### src/rtl/mem_pkg.sv
// Shared definitions for the memory-access stage: op encodings, FSM states and helpers.
package mem_pkg;

  localparam logic [3:0] MemOpNone = 4'b0000;
  localparam logic [3:0] MemOpLb   = 4'b0001;
  localparam logic [3:0] MemOpLh   = 4'b0010;
  localparam logic [3:0] MemOpLw   = 4'b0011;
  localparam logic [3:0] MemOpLbu  = 4'b0101;
  localparam logic [3:0] MemOpLhu  = 4'b0110;
  localparam logic [3:0] MemOpSb   = 4'b1001;
  localparam logic [3:0] MemOpSh   = 4'b1010;
  localparam logic [3:0] MemOpSw   = 4'b1011;

  // Cycles from driving a RAM address to its data appearing on mem_din_i.
  localparam int unsigned RamRdLatency = 1;

  typedef enum logic [1:0] {StIdle, StLoad, StLoadTail, StStore} state_e;

  function automatic logic [2:0] byte_count(logic [3:0] op);
    case (op[1:0])
      2'b01:   return 3'd1;
      2'b10:   return 3'd2;
      2'b11:   return 3'd4;
      default: return 3'd0;
    endcase
  endfunction

  function automatic logic is_load(logic [3:0] op);
    return op inside {MemOpLb, MemOpLh, MemOpLw, MemOpLbu, MemOpLhu};
  endfunction

  function automatic logic is_store(logic [3:0] op);
    return op inside {MemOpSb, MemOpSh, MemOpSw};
  endfunction

endpackage

### src/rtl/mem_access_if.sv
// Bundle of ex_mem inputs, mem_wb outputs and the byte-wide RAM port.
// MEM_STALL_CNT_EN adds the perf_stall_o stall-cycle counter output.
interface mem_access_if;
  logic        valid_i;
  logic [4:0]  wd_i;
  logic        wreg_i;
  logic [31:0] wdata_i;
  logic [3:0]  memop_i;
  logic [31:0] maddr_i;
  logic [31:0] sdata_i;
  logic [7:0]  mem_din_i;
  logic [31:0] mem_a_o;
  logic [7:0]  mem_dout_o;
  logic        mem_wr_o;
  logic        stall_req_o;
  logic        valid_o;
  logic [4:0]  wd_o;
  logic        wreg_o;
  logic [31:0] wdata_o;
`ifdef MEM_STALL_CNT_EN
  logic [31:0] perf_stall_o;
`endif

  modport slave (
`ifdef MEM_STALL_CNT_EN
    output perf_stall_o,
`endif
    input  valid_i, wd_i, wreg_i, wdata_i, memop_i, maddr_i, sdata_i, mem_din_i,
    output mem_a_o, mem_dout_o, mem_wr_o, stall_req_o, valid_o, wd_o, wreg_o, wdata_o
  );

  modport master (
`ifdef MEM_STALL_CNT_EN
    input  perf_stall_o,
`endif
    output valid_i, wd_i, wreg_i, wdata_i, memop_i, maddr_i, sdata_i, mem_din_i,
    input  mem_a_o, mem_dout_o, mem_wr_o, stall_req_o, valid_o, wd_o, wreg_o, wdata_o
  );
endinterface

### src/rtl/mem_load_ext.sv
// Sign/zero extension of an assembled little-endian load word according to memop.
module mem_load_ext
  import mem_pkg::*;
(
  input  logic [3:0]  memop,
  input  logic [31:0] word,
  output logic [31:0] result
);

  always_comb begin
    result = word;
    case (memop)
      MemOpLb:  result = {{24{word[7]}}, word[7:0]};
      MemOpLh:  result = {{16{word[15]}}, word[15:0]};
      MemOpLbu: result = {24'd0, word[7:0]};
      MemOpLhu: result = {16'd0, word[15:0]};
      default:  result = word;
    endcase
  end

endmodule

### src/rtl/mem_access.sv
// Memory-access stage: passes ALU results through, runs loads/stores byte-serially on the RAM.
// MEM_STALL_CNT_EN adds a 32-bit counter of stall_req_o cycles on perf_stall_o.
module mem_access
  import mem_pkg::*;
(
  input logic         clk,
  input logic         rst,
  mem_access_if.slave bus
);

  state_e      state_q, state_d;
  logic [1:0]  k_q, k_d;
  logic [3:0]  op_q, op_d;
  logic [4:0]  wd_q, wd_d;
  logic [31:0] sdata_q, sdata_d;
  logic [31:0] asm_q, asm_d;
  logic [31:0] a_q, a_d;
  logic [7:0]  dout_q, dout_d;
  logic        valid_q, valid_d;
  logic [4:0]  wdo_q, wdo_d;
  logic        wreg_q, wreg_d;
  logic [31:0] wdata_q, wdata_d;

  logic        stall;
  logic        mem_wr;
  logic        last;
  logic [1:0]  last_k;
  logic [1:0]  cap_k;
  logic [1:0]  next_k;
  logic [31:0] asm_full;
  logic [31:0] ext_word;

  assign last_k = 2'(byte_count(op_q) - 3'd1);
  assign last   = (k_q == last_k);
  assign next_k = k_q + 2'd1;
  // Data returning now belongs to the address issued RamRdLatency cycles ago.
  assign cap_k  = k_q - 2'(RamRdLatency);

  // Final byte arrives in LOAD_TAIL; merge it before extension.
  always_comb begin
    asm_full = asm_q;
    asm_full[{k_q, 3'b000} +: 8] = bus.mem_din_i;
  end

  mem_load_ext u_load_ext (
    .memop  (op_q),
    .word   (asm_full),
    .result (ext_word)
  );

  always_comb begin
    state_d = state_q;
    k_d     = k_q;
    op_d    = op_q;
    wd_d    = wd_q;
    sdata_d = sdata_q;
    asm_d   = asm_q;
    a_d     = a_q;
    dout_d  = dout_q;
    valid_d = 1'b0;
    wdo_d   = 5'd0;
    wreg_d  = 1'b0;
    wdata_d = wdata_q;
    stall   = 1'b0;
    mem_wr  = 1'b0;

    unique case (state_q)
      StIdle: begin
        if (bus.valid_i) begin
          if (is_load(bus.memop_i)) begin
            stall   = 1'b1;
            op_d    = bus.memop_i;
            wd_d    = bus.wd_i;
            a_d     = bus.maddr_i;
            asm_d   = 32'd0;
            k_d     = 2'd0;
            state_d = StLoad;
          end else if (is_store(bus.memop_i)) begin
            stall   = 1'b1;
            op_d    = bus.memop_i;
            sdata_d = bus.sdata_i;
            a_d     = bus.maddr_i;
            dout_d  = bus.sdata_i[7:0];
            k_d     = 2'd0;
            state_d = StStore;
          end else begin
            valid_d = 1'b1;
            wdo_d   = bus.wd_i;
            wreg_d  = bus.wreg_i;
            wdata_d = bus.wdata_i;
          end
        end
      end
      StLoad: begin
        stall = 1'b1;
        if (k_q != 2'd0) asm_d[{cap_k, 3'b000} +: 8] = bus.mem_din_i;
        if (last) begin
          state_d = StLoadTail;
        end else begin
          k_d = next_k;
          a_d = a_q + 32'd1;
        end
      end
      StLoadTail: begin
        valid_d = 1'b1;
        wreg_d  = 1'b1;
        wdo_d   = wd_q;
        wdata_d = ext_word;
        k_d     = 2'd0;
        state_d = StIdle;
      end
      StStore: begin
        mem_wr = 1'b1;
        if (last) begin
          valid_d = 1'b1;
          k_d     = 2'd0;
          state_d = StIdle;
        end else begin
          stall  = 1'b1;
          k_d    = next_k;
          a_d    = a_q + 32'd1;
          dout_d = sdata_q[{next_k, 3'b000} +: 8];
        end
      end
      default: state_d = StIdle;
    endcase
  end

  always_ff @(posedge clk) begin
    if (rst) begin
      state_q <= StIdle;
      k_q     <= 2'd0;
      op_q    <= MemOpNone;
      wd_q    <= 5'd0;
      sdata_q <= 32'd0;
      asm_q   <= 32'd0;
      a_q     <= 32'd0;
      dout_q  <= 8'd0;
      valid_q <= 1'b0;
      wdo_q   <= 5'd0;
      wreg_q  <= 1'b0;
      wdata_q <= 32'd0;
    end else begin
      state_q <= state_d;
      k_q     <= k_d;
      op_q    <= op_d;
      wd_q    <= wd_d;
      sdata_q <= sdata_d;
      asm_q   <= asm_d;
      a_q     <= a_d;
      dout_q  <= dout_d;
      valid_q <= valid_d;
      wdo_q   <= wdo_d;
      wreg_q  <= wreg_d;
      wdata_q <= wdata_d;
    end
  end

  // Gate the strobe during reset so an aborted store issues no further writes.
  assign bus.mem_wr_o    = mem_wr & ~rst;
  assign bus.mem_a_o     = a_q;
  assign bus.mem_dout_o  = dout_q;
  assign bus.stall_req_o = stall;
  assign bus.valid_o     = valid_q;
  assign bus.wd_o        = wdo_q;
  assign bus.wreg_o      = wreg_q;
  assign bus.wdata_o     = wdata_q;

`ifdef MEM_STALL_CNT_EN
  logic [31:0] perf_q;

  always_ff @(posedge clk) begin
    if (rst) begin
      perf_q <= 32'd0;
    end else if (stall) begin
      perf_q <= perf_q + 32'd1;
    end
  end

  assign bus.perf_stall_o = perf_q;
`endif

endmodule

### src/flat_wrapper.sv
// flat-port wrapper written by rule: the top's interface ports become plain ports
module mem_access_flat import mem_pkg::*;
  (clk, rst, bus_valid_i, bus_wd_i, bus_wreg_i, bus_wdata_i, bus_memop_i, bus_maddr_i, bus_sdata_i, bus_mem_din_i, bus_mem_a_o, bus_mem_dout_o, bus_mem_wr_o, bus_stall_req_o, bus_valid_o, bus_wd_o, bus_wreg_o, bus_wdata_o);
  mem_access_if bus_i ();
  input logic clk;
  input logic rst;
  input wire logic [$bits(bus_i.valid_i)-1:0] bus_valid_i;
  input wire logic [$bits(bus_i.wd_i)-1:0] bus_wd_i;
  input wire logic [$bits(bus_i.wreg_i)-1:0] bus_wreg_i;
  input wire logic [$bits(bus_i.wdata_i)-1:0] bus_wdata_i;
  input wire logic [$bits(bus_i.memop_i)-1:0] bus_memop_i;
  input wire logic [$bits(bus_i.maddr_i)-1:0] bus_maddr_i;
  input wire logic [$bits(bus_i.sdata_i)-1:0] bus_sdata_i;
  input wire logic [$bits(bus_i.mem_din_i)-1:0] bus_mem_din_i;
  output wire logic [$bits(bus_i.mem_a_o)-1:0] bus_mem_a_o;
  output wire logic [$bits(bus_i.mem_dout_o)-1:0] bus_mem_dout_o;
  output wire logic [$bits(bus_i.mem_wr_o)-1:0] bus_mem_wr_o;
  output wire logic [$bits(bus_i.stall_req_o)-1:0] bus_stall_req_o;
  output wire logic [$bits(bus_i.valid_o)-1:0] bus_valid_o;
  output wire logic [$bits(bus_i.wd_o)-1:0] bus_wd_o;
  output wire logic [$bits(bus_i.wreg_o)-1:0] bus_wreg_o;
  output wire logic [$bits(bus_i.wdata_o)-1:0] bus_wdata_o;
  assign bus_i.valid_i = bus_valid_i;
  assign bus_i.wd_i = bus_wd_i;
  assign bus_i.wreg_i = bus_wreg_i;
  assign bus_i.wdata_i = bus_wdata_i;
  assign bus_i.memop_i = bus_memop_i;
  assign bus_i.maddr_i = bus_maddr_i;
  assign bus_i.sdata_i = bus_sdata_i;
  assign bus_i.mem_din_i = bus_mem_din_i;
  assign bus_mem_a_o = bus_i.mem_a_o;
  assign bus_mem_dout_o = bus_i.mem_dout_o;
  assign bus_mem_wr_o = bus_i.mem_wr_o;
  assign bus_stall_req_o = bus_i.stall_req_o;
  assign bus_valid_o = bus_i.valid_o;
  assign bus_wd_o = bus_i.wd_o;
  assign bus_wreg_o = bus_i.wreg_o;
  assign bus_wdata_o = bus_i.wdata_o;
  mem_access u_core (.clk(clk), .rst(rst), .bus(bus_i));
endmodule
### config.mk
export PLATFORM = sky130hd
export DESIGN_NAME = mem_access_flat
export DESIGN_NICKNAME = d
export VERILOG_FILES = /design/src/rtl/mem_pkg.sv /design/src/rtl/mem_access_if.sv /design/src/rtl/mem_load_ext.sv /design/src/rtl/mem_access.sv /design/src/flat_wrapper.sv
export SDC_FILE = /design/constraint.sdc
export NUM_CORES = 1
export LEC_CHECK = 0
export CAP_MARGIN = 20
export CORE_UTILIZATION = 55
export DETAILED_ROUTE_END_ITERATION = 8
export DONT_BUFFER_PORTS = 1
export GPL_TIMING_DRIVEN = 0
export PLACE_DENSITY = 0.7
export SYNTH_ARGS = -nofsm -noshare
export SYNTH_HDL_FRONTEND = slang
export SYNTH_SLANG_ARGS = --single-unit
### constraint.sdc
create_clock -name clk -period 7.9 [get_ports clk]
set_clock_uncertainty 0.2 [all_clocks]
set_input_delay 0.395 -clock clk [delete_from_list [all_inputs] [get_ports clk]]
set_output_delay 0.395 -clock clk [all_outputs]
set_load 0.02 [all_outputs]
After elaboration in Yosys (flattened, before gate mapping)
Index checks and enable logic that the tools add are counted.
{"block": "op_classes", "n_eq_ne": 31, "multipliers": 0, "n_addsub": 6, "n_mux": 55, "n_bitwise": 3, "n_lt_le_gt_ge": 0, "n_reduce_logical": 19, "shift": 5, "div_mod_pow": 0}
{"cell": "$mux W32", "n": 10}
{"cell": "$pmux W32 S2", "n": 3}
{"cell": "$pmux W32 S4", "n": 1}
{"cell": "$bwmux W32", "n": 2}
{"cell": "$shift A8 B7 Y32 const A", "n": 2}
{"cell": "$shiftx A8 B7 Y32", "n": 2}
{"cell": "$add A32 B1 Y32 const B", "n": 1}
{"cell": "$mux W8", "n": 4}
{"cell": "$shiftx A32 B6 Y8", "n": 1}
{"cell": "$mux W2", "n": 10}
{"cell": "$reduce_and A4 Y1", "n": 5}
{"cell": "$eq A4 B3 Y1 const B", "n": 4}
{"cell": "$pmux W2 S4", "n": 2}
{"cell": "$pmux W8 S2", "n": 1}
{"cell": "$mux W5", "n": 3}
{"cell": "$neg A5 Y7", "n": 2}
{"cell": "$eq A4 B2 Y1 const B", "n": 3}
{"cell": "$eq A4 B4 Y1 const B", "n": 3}
{"cell": "$mux W1", "n": 12}
{"cell": "$ne A2 B2 Y1 const B", "n": 6}
{"cell": "$reduce_bool A2 Y1", "n": 6}
{"cell": "$ne A2 B1 Y1 const B", "n": 5}
{"cell": "$pmux W5 S2", "n": 1}
{"cell": "$reduce_and A3 Y1", "n": 3}
{"cell": "other kinds (18)", "n": 27}
{"block": "word_totals", "input_bits": 117, "latch_bits": 0, "mem_count": 0, "register_bits": 156, "rom_bits": 0, "wordCells": 131, "ram_bits": 0, "output_inout_bits": 81}

Longest topological paths before layout
Gate-level depths: netlist of run 1.
{"block": "logic_depth", "word_depth": 6, "depth_mapped": 11, "depth_no_buf": 8}

Hierarchy
Synthesis of run 1 repeated with hierarchy kept, for this count alone.
{"block": "unflattened", "hier_cells": 1038, "hier_area_um2": 8195.4}
{"mod": "mem_access", "area_each_um2": 7816.2, "cells_each": 986, "n_inst": 1}
{"mod": "mem_load_ext", "area_each_um2": 379.1, "cells_each": 52, "n_inst": 1}

Least setup slack after synthesis of run 1
Ideal clock, no wire load.
{"block": "synth_timing", "path_kind": "register to register", "from": "register u_core.k_q[0]", "to": "register u_core.wdata_q[21], in the netlist u_core.bus.wdata_o[21]", "setup_slack_ps": 5075, "stages_incl_launch_ff": 11, "arrival_ps": 2565, "required_ps": 7641, "path_cell_list": "dfxtp_1 -> clkbuf_1 -> inv_1 -> ha_1 -> buf_2 -> nor2_1 -> a31oi_1 -> o21ai_2 -> o21a_1 -> buf_2 -> a221o_1"}
{"block": "synth_via", "elab_chain_cells": 5, "word_cells_on_any_way": 6, "classes_between": "1 x add/sub; 2 x shift; 3 x mux"}
{"element": "start: declaration", "line_no": "mem_access.sv:12", "source": "logic [1:0] k_q, k_d;"}
{"element": "start signal: assignment", "line_no": "mem_access.sv:145", "source": "k_q <= k_d;"}
{"element": "$neg A5 Y7 *", "line_no": "mem_access.sv:42", "source": "asm_full[{k_q, 3'b000} +: 8] = bus.mem_din_i;"}
{"element": "$shiftx A8 B7 Y32 or $shift A8 B7 Y32 (tied branches)", "line_no": "mem_access.sv:42"}
{"element": "$bwmux W32 *", "line_no": "mem_access.sv:42"}
{"element": "$pmux W32 S4 *", "line_no": "mem_load_ext.sv:12", "source": "case (memop)"}
{"element": "$pmux W32 S2 *", "line_no": "mem_access.sv:67", "source": "unique case (state_q)"}
{"element": "end signal: assignment", "line_no": "mem_access.sv:155", "source": "wdata_q <= wdata_d;"}
{"element": "end: declaration", "line_no": "mem_access.sv:22", "source": "logic [31:0] wdata_q, wdata_d;"}
Mark *: on every way between the ends. The rest lies on a longest branch, timed or not.
A chain may end at the register's enable or synchronous reset.

Worst setup path after layout of run 1
{"block": "layout_timing", "from": "register u_core.k_q[0]", "to": "register u_core.wdata_q[28], in the netlist u_core.bus.wdata_o[28]"}
The elaborated chain is that of the path after synthesis.

==> impl_metrics.tcl, run 1 <==
set metrics [dict create \
    whs_ps -1.09 \
    synth_cell_type_count 76 \
    numCtsBuffers 17 \
    grt_usage 0.328 \
    syn_nets 1116 \
    synth_edf_count 0 \
    relSlewSlack 0.326 \
    dr.pass1.iters 6 \
    power_density_nw_per_um2 221 \
    grt_antenna_before_repair 1 \
    clockBufferDepth 2 \
    vdd_drop_max_mv 0.147 \
    cts_root_buf "clkbuf_16" \
    viasPerCell 6.26 \
    worst_ep_required_time_ps 8080 \
    min-delay-start "bus_maddr_i[27]" \
    place_congestion 0.899 \
    violations "negative hold slack" \
    cts.sinks 156 \
    final_common_cell "nand2_1" \
    io_pins 198 \
    first_global_vias 7387 \
    placed_area_um2 8240 \
    port_buffers 0 \
    drive_gt1_frac 0.0939 \
    hpwlAfterDp_um 17000 \
    finalHoldViolations 1 \
    leakage_nw 3.29 \
    grt.busiest_layer "met2" \
    cts_tree "yes" \
    dp_cells 1169 \
    tns_ps 0 \
    ant_nets 0 \
    met1_usage 0.397 \
    nets 1191 \
    n_fill_cell 1205 \
    synthFlopType "dfxtp_1" \
    vias 7868 \
    grtUsageMet2 0.541 \
    yosys_warnings 0 \
    slew_viol_final 0 \
    grt_first_pass_wirelength_um 37900 \
    worst_pin_slew_ps 1000 \
    crit_arrival_ps 3760 \
    critical_path.startpoint_type "flop" \
    drv_cap 0 \
    status "finished, violations left" \
    min_period_ps 3580 \
    die_area_um2 15100 \
    max_freq_mhz 280 \
    reg2reg_to "u_core.bus.wdata_o[28]" \
    finalSetupViolations 0 \
    final_cell_mix "nand2_1, dfxtp_1, a21oi_1" \
    cts_resized 0 \
    worstSkewPairLatency_ps 440 \
    synth_seq_area_share 0.390 \
    r2r_cells 10 \
    layout.cells.non_filler 1257 \
    ys_ff_latch 156 \
    timing.critical_path.to_type "flop" \
    cp-endpoint "u_core.bus.wdata_o[28]" \
    power_mw 2.08 \
    met3_usage 0.0929 \
    async_flop_share 0 \
    syn_area_per_cell_um2 8.11 \
    drc_errors 0 \
    clkTransAtPathRegs_ps 60 \
    final_area_um2 9380 \
    htreeDepth 4 \
    syn_area_um2 8010 \
    startpoint "u_core.k_q[0]" \
    critical_path_class "reg -> reg" \
    fin_crit_sh 0.453 \
    start_util 0.570 \
    rsz0062_at_grt "no" \
    worstPathMaxFanout 10 \
    die_x_um 123 \
    r2r_slack_ps 4320 \
    die_h_um 123 \
    netlist_instances 988 \
    grt_remaining_overflow 0 \
    wl_per_cell_um 19.4 \
    drt_iter0_drc 633 \
    rows 43 \
    worst_hold_path_type "in -> reg" \
    area.growth.synth_to_final_pct 17.0 \
    wl_um 24400 \
    core_area_um2 14000 \
    reg2reg_from "u_core.k_q[0]" \
    grt_max_degree 17 \
]
timing repair:
item | 4_1_cts | 5_1_grt
buffers inserted | 0 | 0
hold buffers | 55 | 0
hold endpoints to repair | 68 | 0
cell usage after synthesis, drive strengths merged (2+ instances only):
library cell	number	area (um^2)
nor4b	2	23.8
nand2b	13	81.3
a211oi	11	87.6
mux4	8	180
o31ai	3	22.5
ha	11	138
a21oi	112	572
or3	2	13.8
nor2b	33	206
clkbuf	50	228
a22oi	6	45.0
o221ai	7	61.3
and4b	2	21.3
a2111oi	2	23.8
and4	3	26.3
o21ai	28	159
buf	24	141
or4	6	46.3
or2	3	18.8
nor3	12	70.1
mux2i	35	350
a22o	9	78.8
o211ai	8	60.1
nand2	171	642
a31oi	7	43.8
and2	5	31.3
a221o	16	160
o22ai	12	75.1
a311oi	9	78.8
inv	14	52.6
nor4	27	188
o221a	2	22.5
nor2	96	363
o21a	2	15.0
and3	10	63.8
nand4	9	71.3
o2bb2ai	5	43.8
nand3	37	185
dfxtp	156	3120
a41o	3	30.0
logic make-up (layout without fill, tap and decap cells):
logic type      Yosys count  count (layout)  synth area share
compound gates          249             249             0.206
xor+xnor                  2               2           0.00219
other cells               0               1                 0
simple gates            437             437             0.264
buf+inv                  89             177            0.0531
mux                      44              44            0.0676
fa+ha+maj                11              11            0.0172
flops                   156             156             0.390
critical path, stage by stage, from the launching register on:
cell	delay, ps
dfxtp_1	430
clkbuf_1	280
inv_1	210
ha_1	320
buf_2	170
nor2_1	460
a31oi_1	220
o21ai_2	370
o21a_1	390
buf_2	290
a221o_1	170
through the flow:
step,hold slack [ps],setup slack [ps],utilization
floorplan,230,5080,-
global placement,239,4440,0.586
detailed placement,244,4390,0.587
CTS,0.125,4350,0.667
global route,9.54,4040,0.668
finish,-1.09,4320,0.668
power by group:
part | internal, mW | total (mW) | switching [mW] | leakage (nW)
Clock | 0.444 | 0.814 | 0.370 | 0.280
Sequential | 0.836 | 0.939 | 0.103 | 1.27
Combinational | 0.124 | 0.323 | 0.199 | 1.74
Total | 1.40 | 2.08 | 0.672 | 3.29
how the worst min path moves through the flow:
| stage | to | slack (ps) | cells past startpoint |
|---|---|---|---|
| final | u_core.bus.mem_a_o[27] | -1 | 2 |
| after global routing | u_core.bus.wdata_o[7] | 10 | 2 |
| after CTS | u_core.bus.mem_a_o[27] | 0.1 | 2 |
| after detailed placement | u_core.asm_q[14] | 240 | 2 |
| after global placement | u_core.asm_q[11] | 240 | 2 |
| after floorplan | u_core.asm_q[10] | 230 | 2 |
registers in the layout, summed over array words and instances (netlist names):
name                   cells
u_core.bus.wreg_o          1
u_core.bus.mem_a_o        32
u_core.sdata_q            32
u_core.op_q                4
u_core.bus.mem_dout_o      8
u_core.asm_q              32
u_core.bus.valid_o         1
u_core.k_q                 2
u_core.state_q             2
u_core.bus.wdata_o        32
u_core.wd_q                5
u_core.bus.wd_o            5
area by class of cell:
class | instances | area [um^2] | share of cell area
Antenna cell | 1 | 2.50 | 0.000267
Tap cell | 180 | 225 | 0.0240
Multi-Input combinational cell | 743 | 4460 | 0.476
Clock buffer | 17 | 425 | 0.0454
Clock inverter | 15 | 156 | 0.0167
Inverter | 15 | 56.3 | 0.00601
Timing Repair Buffer | 56 | 556 | 0.0593
Sequential cell | 156 | 3120 | 0.333
Buffer | 74 | 369 | 0.0394
routing by layer:
metal,wire (um),share of wire
met1,9870,0.40
met2,11400,0.47
met3,2410,0.099
met4,706,0.029
met5,0,0
Power figures use the tool's default switching activity.
==> run 2: changes to the inputs <==
--- a/config.mk
+++ b/config.mk
@@ -10,7 +10,7 @@
 export DETAILED_ROUTE_END_ITERATION = 8
 export DONT_BUFFER_PORTS = 1
 export GPL_TIMING_DRIVEN = 0
-export PLACE_DENSITY = 0.7
+export PLACE_DENSITY = 0.73
 export SYNTH_ARGS = -nofsm -noshare
 export SYNTH_HDL_FRONTEND = slang
 export SYNTH_SLANG_ARGS = --single-unit
==> constraint.sdc (replaced) <==
create_clock -name clk -period 3 [get_ports clk]
set_clock_uncertainty 0.2 [all_clocks]
set_input_delay 0.15 -clock clk [delete_from_list [all_inputs] [get_ports clk]]
set_output_delay 0.15 -clock clk [all_outputs]
set_load 0.02 [all_outputs]
==> impl_metrics.tcl, run 2 (synthesized netlist as in run 1, its figures left out) <==
set metrics [dict create \
    dr.pass1.iters 6 \
    worst_ep_required_time_ps 3110 \
    min-delay-start "bus_memop_i[2]" \
    internal-power_mw 3.98 \
    cpMostUsedCell "buf_2" \
    clkTransAtPathRegs_ps 60 \
    dp_cells 1169 \
    wl_um 26100 \
    fin_util 0.722 \
    p_sw_frac 0.307 \
    p_sw_mw 1.76 \
    ant_nets 0 \
    min_to "u_core.sdata_q[11]" \
    start_util 0.570 \
    drv_cap 0 \
    wl_per_cell_um 19.7 \
    power_density_nw_per_um2 567 \
    timing.critical_path.to_type "flop" \
    power_mw 5.74 \
    reg2reg_to "u_core.bus.wdata_o[24]" \
    cts_root_buf "clkbuf_16" \
    clockBufferDepth 2 \
    r2r_cells 10 \
    grt_first_pass_wirelength_um 40700 \
    worst_hold_path_type "in -> reg" \
    cp_slowest_stage_delay_ps 380 \
    worstSkewPairLatency_ps 430 \
    drt_iter0_drc 838 \
    core_area_um2 14000 \
    first_global_vias 8037 \
    reg2reg_from "u_core.k_q[0]" \
    hold_path_depth 4 \
    seqPwrFrac 0.431 \
    nets 1259 \
    cts.sinks 156 \
    grt_antenna_before_repair 0 \
    io_pins 198 \
    n_fill_cell 1077 \
    layout.cells.non_filler 1324 \
    p_clk_frac 0.402 \
    worst_pin_slew_ps 1020 \
    grt_remaining_overflow 0 \
    worstPathMaxFanout 10 \
    crit_arrival_ps 3060 \
    min_period_ps 2950 \
    viasPerCell 6.19 \
    vdd_drop_max_mv 0.465 \
    htreeDepth 4 \
    r2r_slack_ps 50 \
    max_freq_mhz 339 \
    path_buf_inv 4 \
    drive_gt1_frac 0.0997 \
    vias 8192 \
    area.growth.synth_to_final_pct 26.5 \
    leakage_nw 3.62 \
    die_area_um2 15100 \
    grt_usage 0.350 \
    rows 43 \
    die_x_um 123 \
    drc_errors 0 \
    cts_tree "yes" \
    relSlewSlack 0.311 \
    slew_viol_final 0 \
    cp_slowest_cell "dfxtp_2" \
    place_congestion 0.907 \
    numCtsBuffers 17 \
    die_h_um 123 \
    finalSetupViolations 0 \
    pwr-share-comb 0.166 \
    crit_chain "clkbuf_4 > clkinvlp_4 > ha_1 > buf_2 > and4b_2 > a21oi_1 > nor2_1 > o21a_2 > buf_2 > a221o_1" \
    final_cell_mix "nand2_1, dfxtp_1, dlygate4sd3_1" \
    port_buffers 0 \
    grt_max_degree 17 \
    critical_path.startpoint_type "flop" \
    hpwlAfterDp_um 17200 \
    fin_crit_sh 0.983 \
    crit_family "compound AO/OA/AOI/OAI gates" \
    tns_ps 0 \
    final_common_cell "nand2_1" \
    finalHoldViolations 0 \
    n_antenna_cell 0 \
    critical_path_class "reg -> reg" \
    status "finished, final reports clean" \
]
run 2: final cells by class:
| type | count | area (um^2) | share of cell area |
|---|---|---|---|
| Tap cell | 180 | 225 | 0.0222 |
| Sequential cell | 156 | 3130 | 0.309 |
| Multi-Input combinational cell | 743 | 4490 | 0.443 |
| Clock buffer | 21 | 470 | 0.0464 |
| Buffer | 73 | 370 | 0.0365 |
| Timing Repair Buffer | 125 | 1240 | 0.122 |
| Clock inverter | 11 | 155 | 0.0153 |
| Inverter | 15 | 60.1 | 0.00593 |
run 2: repair_timing:
item | in CTS | in global routing
pin swaps | 1 | 1
hold buffers | 120 | 0
endpoints found under the hold margin | 153 | 0
resized for setup | 7 | 8
setup buffers | 1 | 3
setup endpoints to repair | 30 | 20
run 2: routing by layer:
metal | routed length (um) | part of all wire | vias up | global-route usage
met5 | 0 | 0 | - | 0
met4 | 768 | 0.029 | 0 | 0.159
met3 | 2200 | 0.084 | 77 | 0.0869
met2 | 12500 | 0.48 | 462 | 0.591
met1 | 10700 | 0.41 | 3803 | 0.418
li1 | - | - | 3850 | -
run 2: worst max-delay path by stage:
stage	start	endpoint	slack (ps)	cells after the start
finish	u_core.k_q[0]	u_core.bus.wdata_o[24]	50	10
global route	u_core.k_q[0]	u_core.asm_q[11]	-30	10
CTS	u_core.bus.mem_a_o[0]	u_core.bus.mem_a_o[14]	30	8
detailed placement	u_core.k_q[0]	u_core.bus.wdata_o[24]	-530	10
global placement	u_core.k_q[0]	u_core.bus.wdata_o[24]	-510	10
floorplan	u_core.k_q[0]	u_core.bus.wdata_o[21]	180	10
run 2: power groups by stage:
stage / logic [mW] / clock network, mW / registers, mW
2_1_floorplan: 0.588 / 0 / 2.47
3_3_place_gp: 0.763 / 0 / 2.51
3_5_place_dp: 0.773 / 0 / 2.52
4_1_cts: 0.916 / 2.31 / 2.47
5_1_grt: 1.03 / 2.39 / 2.49
6_report: 0.955 / 2.31 / 2.48
run 2: worst register-to-register path, delay by kind of cell (launching register included):
family          cells  cell delay (ps)
buf+inv             4              770
compound gates      3              790
simple gates        2              390
fa+ha+maj           1              310
flops               1              380
run 2: through the flow:
stage               worst slack [ps]  cell area (um^2)  hold WS (ps)
global route                   -33.4             10100          54.0
CTS                             34.1             10100          4.19
floorplan                        175              8010          86.0
global placement                -515              8240          87.9
finish                          52.4             10100          28.3
detailed placement              -532              8240          93.1
==> run 3: changes to the inputs <==
--- a/config.mk
+++ b/config.mk
@@ -10,7 +10,8 @@
 export DETAILED_ROUTE_END_ITERATION = 8
 export DONT_BUFFER_PORTS = 1
 export GPL_TIMING_DRIVEN = 0
-export PLACE_DENSITY = 0.73
+export PLACE_DENSITY = 0.83
+export SKIP_LAST_GASP = 1
 export SYNTH_ARGS = -nofsm -noshare
 export SYNTH_HDL_FRONTEND = slang
 export SYNTH_SLANG_ARGS = --single-unit
==> impl_metrics.tcl, run 3 (synthesized netlist as in run 1, its figures left out) <==
set metrics [dict create \
    status "finished, final reports clean" \
    critical_path_class "reg -> reg" \
    r2r_slack_ps 40 \
    timing.critical_path.to_type "flop" \
    first_global_vias 8285 \
    vias 8598 \
    final_area_um2 10200 \
    min_period_ps 2960 \
    drv_cap 0 \
    port_buffers 0 \
    clkTransAtPathRegs_ps 60 \
    crit_chain "clkbuf_4 > clkinvlp_4 > ha_1 > buf_2 > and4b_2 > a21oi_1 > nor2_1 > o21a_2 > buf_2 > a221o_1" \
    drc_errors 0 \
    fin_crit_sh 0.987 \
    power_mw 5.91 \
    rows 43 \
    worst_ep_required_time_ps 3100 \
    core_area_um2 14000 \
    nets 1259 \
    cts_root_buf "clkbuf_16" \
    r2r_cells 10 \
    n_antenna_cell 0 \
    cts.sinks 156 \
    crit_arrival_ps 3060 \
    finalSetupViolations 0 \
    drive_gt1_frac 0.0997 \
    grt_antenna_before_repair 0 \
    final_cell_mix "nand2_1, dfxtp_1, dlygate4sd3_1" \
    cp_slowest_stage_delay_ps 380 \
    clockBufferDepth 2 \
    io_pins 198 \
    cts_tree "yes" \
    placed_area_um2 8240 \
    wl_um 27800 \
    hold_path_depth 3 \
    die_area_um2 15100 \
    wl_per_cell_um 21.0 \
    relSlewSlack 0.473 \
    viasPerCell 6.49 \
    hpwlAfterDp_um 17500 \
    htreeDepth 4 \
    start_util 0.570 \
    fin_util 0.726 \
    vdd_drop_max_mv 0.431 \
    area.growth.synth_to_final_pct 27.3 \
    numCtsBuffers 17 \
    worst_hold_path_type "in -> reg" \
    final_common_cell "nand2_1" \
    critical_path.startpoint_type "flop" \
    slew_viol_final 0 \
    worst_pin_slew_ps 785 \
    leakage_nw 3.62 \
    grt_remaining_overflow 0 \
    dr.pass1.iters 7 \
    grt_max_degree 17 \
    grt_usage 0.365 \
    worstPathMaxFanout 10 \
    place_congestion 0.921 \
    path_buf_inv 4 \
    cp_slowest_cell "dfxtp_2" \
    die_x_um 123 \
    cp_num_cells 10 \
    crit_family "compound AO/OA/AOI/OAI gates" \
    cpMostUsedCell "buf_2" \
    ant_nets 0 \
    power_density_nw_per_um2 580 \
    die_h_um 123 \
    max_freq_mhz 338 \
    grt_first_pass_wirelength_um 42200 \
    finalHoldViolations 0 \
    worstSkewPairLatency_ps 440 \
    drt_iter0_drc 1064 \
]
-- run 3: final timing paths --
check	start	end
min	bus_memop_i[2]	u_core.op_q[3]
min reg2reg	u_core.asm_q[15]	u_core.asm_q[15]
max	u_core.k_q[0]	u_core.bus.wdata_o[31]
max reg2reg	u_core.k_q[0]	u_core.bus.wdata_o[31]
-- run 3: power breakdown --
group          switching, mW  internal [mW]  total [mW]
clock network          0.890           1.57        2.46
registers              0.279           2.20        2.48
logic                  0.577          0.392       0.969
-- run 3: final cells by class --
| type | count | area (um^2) |
|---|---|---|
| flip-flops and latches | 156 | 3130 |
| clock buffers | 23 | 488 |
| plain buffers | 73 | 369 |
| multi-input cells | 743 | 4510 |
| well taps | 180 | 225 |
| inverters | 15 | 60.1 |
| fillers | 1013 | 3840 |
| clock inverters | 9 | 181 |
| repair buffers | 125 | 1240 |
-- run 3: routing by layer --
layer	vias to the layer above	routed length, um	track usage	share of wire
met3	124	2990	0.0943	0.11
li1	3841	-	-	-
met4	0	1040	0.173	0.037
met5	-	0	0	0
met1	3996	10100	0.415	0.37
met2	637	13600	0.634	0.49
-- run 3: metrics by stage --
step,setup WS [ps],TNS [ps],hold slack (ps),cells
final,40.3,0,38.4,1324
after global routing,-22.8,-22.8,58.0,1324
after CTS,9.55,0,28.0,1322
after detailed placement,-498,-9680,94.0,1169
after global placement,-467,-9790,87.9,1168
after floorplan,175,0,86.0,988
-- run 3: worst min-delay path, stage by stage --
cell and delay [ps]:
nand3_1 150, nand3b_4 220, a211oi_1 90
-- run 3: timing repair --
| action | in CTS | in global routing |
|---|---|---|
| pin swaps | 1 | 0 |
| gates cloned | 0 | 0 |
| setup endpoints to repair | 37 | 24 |
| setup buffers | 1 | 1 |
| gates resized for setup | 6 | 11 |
| hold buffers | 121 | 0 |
| hold endpoints to repair | 153 | 0 |
